==> src/rtl/fifo_stream_reader.sv <==
// fifo_stream_reader: pops cfg_len words from a registered-read FIFO and replays them
// as a valid/ready stream with m_last, using a 2-entry buffer to hide the read latency.
module fifo_stream_reader #(
    parameter int WIDTH     = 64,
    parameter int LEN_WIDTH = 16
) (
    input  logic                 clk,
    input  logic                 rst_n,
    input  logic                 start,
    input  logic [LEN_WIDTH-1:0] cfg_len,
    output logic                 busy,
    output logic                 done,
    output logic                 fifo_rd_en,
    input  logic [WIDTH-1:0]     fifo_dout,
    input  logic                 fifo_empty,
    output logic                 m_valid,
    output logic [WIDTH-1:0]     m_data,
    output logic                 m_last,
    input  logic                 m_ready
);
    typedef enum logic {IDLE, RUN} state_t;
    localparam logic [LEN_WIDTH-1:0] one = 1;
    state_t state, state_nxt;
    logic [LEN_WIDTH-1:0] len, issued, sent;
    logic [WIDTH-1:0] head, tail;
    logic [1:0] occ;
    logic inflight, fire, last_fire, run;
    assign run        = state == RUN;
    assign busy       = run;
    assign m_valid    = occ != 2'd0;
    assign m_data     = head;
    assign m_last     = m_valid && sent == len - one;
    assign fire       = m_valid & m_ready;
    assign last_fire  = fire & m_last;
    // the word already in flight from the FIFO reserves a buffer slot
    assign fifo_rd_en = run & !fifo_empty & (issued < len) &
                        (({1'b0, occ} + {2'b0, inflight} - {2'b0, fire}) < 3'd2);
    always_comb begin
        state_nxt = state;
        if (state == IDLE && start && cfg_len != '0)
            state_nxt = RUN;
        else if (run && last_fire)
            state_nxt = IDLE;
    end
    always_ff @(posedge clk or negedge rst_n) begin
        if (!rst_n) begin
            state    <= IDLE;
            done     <= 1'b0;
            len      <= '0;
            issued   <= '0;
            sent     <= '0;
            inflight <= 1'b0;
            occ      <= 2'd0;
            head     <= '0;
            tail     <= '0;
        end else begin
            state    <= state_nxt;
            done     <= (state == IDLE && start && cfg_len == '0) || (run && last_fire);
            inflight <= fifo_rd_en;
            if (state == IDLE && start) begin
                len    <= cfg_len;
                issued <= '0;
                sent   <= '0;
            end
            if (fifo_rd_en)
                issued <= issued + one;
            if (fire)
                sent <= sent + one;
            case ({inflight, fire})
                2'b10: begin
                    if (occ == 2'd0)
                        head <= fifo_dout;
                    else
                        tail <= fifo_dout;
                    occ <= occ + 2'd1;
                end
                2'b01: begin
                    head <= tail;
                    occ  <= occ - 2'd1;
                end
                2'b11: begin
                    if (occ == 2'd1)
                        head <= fifo_dout;
                    else begin
                        head <= tail;
                        tail <= fifo_dout;
                    end
                end
                default: ;
            endcase
        end
    end
endmodule

==> config.mk <==
export PLATFORM = sky130hd
export DESIGN_NAME = fifo_stream_reader
export DESIGN_NICKNAME = d
export VERILOG_FILES = /design/src/rtl/fifo_stream_reader.sv
export SDC_FILE = /design/constraint.sdc
export NUM_CORES = 1
export LEC_CHECK = 0
export ABC_CLOCK_PERIOD_IN_PS = 3700
export CORE_UTILIZATION = 50
export DETAILED_ROUTE_END_ITERATION = 10
export PLACE_DENSITY = 0.88
export SLEW_MARGIN = 0
export SYNTH_ARGS = -nofsm -noshare
export SYNTH_HDL_FRONTEND = slang
export SYNTH_SLANG_ARGS = --single-unit
==> constraint.sdc <==
create_clock -name clk -period 3.7 [get_ports clk]
set_input_delay 0.555 -clock clk [delete_from_list [all_inputs] [get_ports clk]]
set_output_delay 0.555 -clock clk [all_outputs]
set_load 0.01 [all_outputs]
==> impl_metrics.yaml <==
clocking:
  numCtsBuffers: 17
  cts_max_path_buffers: 2
  clk_pin_slew_ns: 0.08
  cts_sinks: 181
  htreeDepth: 4
  clkLatencyLatePin_ns: 0.44
  root_buffer: "clkbuf_16"
  hold_buffers: 0
  cts_tree: "done"
critical_path:
  cp.depth: 13
  crit_chain: "inv_2 > ha_4 > inv_1 > nand2_1 > clkinv_1 > ha_1 > nand2b_1 > fa_1 > xnor2_1 > nand4_1 > a221o_2 > clkinv_4 > clkbuf_2"
  timing.reg2reg.setup_slack_ns: 0.35
  crit_path_start_kind: "flop"
  end_kind: "primary output"
  cp_num_buf_inv: 5
  rr_endpoint: "issued[10]"
  crit_fanout: 3
  max_stage_delay_ns: 0.39
  crit_family: "adder cells"
  required_ns: 3.14
  r2r-start: "occ[0]"
  critPathSlowestCell: "dfrtp_1"
  reg2reg_depth: 15
  cp.arrival_ns: 2.99
  critical_path_class: "reg2out"
timing:
  fin_ws_ns: 0.155
  clock.fmax_mhz: 282
  fin_crit_ns: 3.55
  tightest_slew_ns: 0.813
  skew_ns: 0.0116
  timing.hold.ws_ns: 0.178
  relSlewSlack_pct: 45.8
  finalMaxSlewViolations: 0
  rsz0062_at_grt: "no"
  finalSetupViolCount: 0
  finalHoldViolCount: 0
  finalCritPeriodShare_pct: 95.8
placement:
  dp_hpwl_mm: 14.3
  gp_congestion: 0.897
  postPlaceCellArea_mm2: 0.0105
  dpl.cell_count: 1164
  place_ws_ns: -0.126
  port_buffers: 153
synth:
  synthXorXnorAreaFrac_pct: 2.34
  synth_top_area_cell: "dfrtp_1"
  ys_warn_count: 0
  synth_top_family_by_area: "compound AO/OA/AOI/OAI gates"
  synth_area_leaders: "dfrtp_1, mux2_2, o21ai_0, a22oi_1, nand2_1"
  syn_area_per_cell_um2: 10.5
  synth-edff-count: 0
  ys_types: 62
  synth-compound-area-share_pct: 17.0
  synthArstFlopShare_pct: 100
  netlist_instances: 817
  syn_area_mm2: 0.00861
  synth_flop_cell: "dfrtp_1"
  ys_seq_area_share_pct: 52.6
  yosys-top-cells-count: "dfrtp_1, nand2_1, o21ai_0"
  syn_nets: 926
  synth.most_common_cell: "dfrtp_1"
  synthAdderAreaFrac_pct: 3.57
  synth-simple-area-share_pct: 12.4
  synth_seq_cells: 181
  synth_top_area_share_pct: 52.6
  synth.area.mux_share_pct: 8.73
layout:
  drive_gt1_share_pct: 14.6
  nFillCells: 1255
  final_core_utilization_pct: 66.6
  multi_input_comb_area_mm2: 0.00386
  fin_nets: 1073
  seq_area_mm2: 0.00453
  synthToLayoutAreaGrowth_pct: 29.2
  design_area_mm2: 0.0111
  final-instance-count-excl-fill: 1197
  antenna_cells: 0
detailed_routing:
  dr.pass1.iters: 5
  ant_nets: 0
  drt_iter0_markers: 459
  viasPerCell: 5.66
  wl_per_cell_um: 17.5
  vias: 6775
  routed_wl_mm: 20.9
  drcViolationCount: 0
floorplanning:
  fp.dieArea_mm2: 0.0178
  rows: 47
  die_x_um: 133
  start_util_pct: 51.6
  core_area_mm2: 0.0167
  die_height_um: 133
  ios: 154
power:
  power.leakage_nw: 4.81
  p_per_area_mw_per_mm2: 741
  irDropWorstVdd_mv: 0.415
global_route:
  grt_max_degree: 89
  grt_overflow_total: 0
  grt_pass1_vias: 6792
  grtUsageTotal_pct: 24.5
  antenna_found_initial: 0
  grt_pass1_wl_mm: 34.1
run_status:
  status: "complete, no violations"
min_path:
  hold_class: "in2async"
flow_run:
  maxCapViolations: 0
## metal layers
metal  vias to the layer above  share of wire [%]  global-route usage (%)
met1                      3307                 43                    31.6
li1                       3253                  -                       -
met3                        45                4.7                    5.48
met5                         -                  0                       0
met4                         0                3.1                    11.4
met2                       170                 49                    39.6
## cell families (layout without fill, tap and decap cells)
logic type / after synthesis / count (layout)
mux: 67 / 67
xor+xnor: 23 / 23
buf+inv: 71 / 231
simple gates: 228 / 228
flops: 181 / 181
compound gates: 223 / 223
fa+ha+maj: 24 / 24
## what timing repair did
item                                    CTS  global route
resized for setup                         9             4
setup buffers                             1             0
endpoints found under the setup margin    2             2
pin swaps                                 0             2
## report_power, final
| part | leakage [nW] | switching [W] | internal [W] |
|---|---|---|---|
| Clock | 0.295 | 0.000885 | 0.000916 |
| Combinational | 2.27 | 0.00156 | 0.00165 |
| Sequential | 2.25 | 0.000476 | 0.00275 |
| Total | 4.81 | 0.00293 | 0.00531 |
## metrics by stage
| step | TNS [ns] | total power (W) |
|---|---|---|
| 3_5_place_dp | -0.126 | 0.00643 |
| 5_1_grt | 0 | 0.00874 |
| 6_report | 0 | 0.00824 |
| 3_3_place_gp | -0.119 | 0.00627 |
| 4_1_cts | 0 | 0.00830 |
| 2_1_floorplan | 0 | 0.00498 |
## cell type report
| type | count | area share, % |
|---|---|---|
| flip-flops and latches | 181 | 40.7 |
| multi-input cells | 565 | 34.7 |
| repair buffers | 175 | 15.8 |
| clock buffers | 17 | 3.82 |
| well taps | 220 | 2.47 |
| clock inverters | 15 | 1.59 |
| inverters | 24 | 0.855 |
## flip-flops by register name (all words and copies together) (netlist names)
name,cells
tail,64
done,1
m_data,64
occ,2
inflight,1
len,16
issued,16
sent,16
busy,1
## placed cells by master, fill, tap and decap left out, types with 4 or more instances in the layout
cell / Yosys / routed
o21ai_0: 99 / 99
nand2_1: 119 / 119
nand3_1: 20 / 20
dfrtp_1: 181 / 181
a221o_1: 10 / 10
clkbuf_16: 0 / 17
a22oi_1: 65 / 65
inv_8: 0 / 6
inv_1: 22 / 20
a21o_1: 5 / 4
ha_1: 23 / 21
mux2_2: 64 / 64
o211ai_1: 6 / 6
nand4_1: 11 / 11
a21oi_1: 6 / 5
and3_1: 15 / 15
o31ai_1: 5 / 5
clkinv_8: 0 / 4
buf_12: 0 / 5
xor2_1: 11 / 11
xnor2_1: 12 / 12
nor2_1: 28 / 27
nor3_1: 7 / 7
buf_4: 0 / 17
nor4_1: 7 / 7
clkdlybuf4s50_1: 0 / 150
clkinv_4: 1 / 4
## worst max-delay path by stage
| stage | start | to | slack, ns |
|---|---|---|---|
| global placement | m_ready | fifo_rd_en | -0.12 |
| global route | occ[0] | fifo_rd_en | 0.002 |
| finish | occ[0] | fifo_rd_en | 0.15 |
| floorplan | occ[1] | fifo_rd_en | 0.28 |
| detailed placement | m_ready | fifo_rd_en | -0.13 |
| CTS | len[7] | m_last | 0.001 |
No activity file was read; power rests on OpenSTA's default activity.
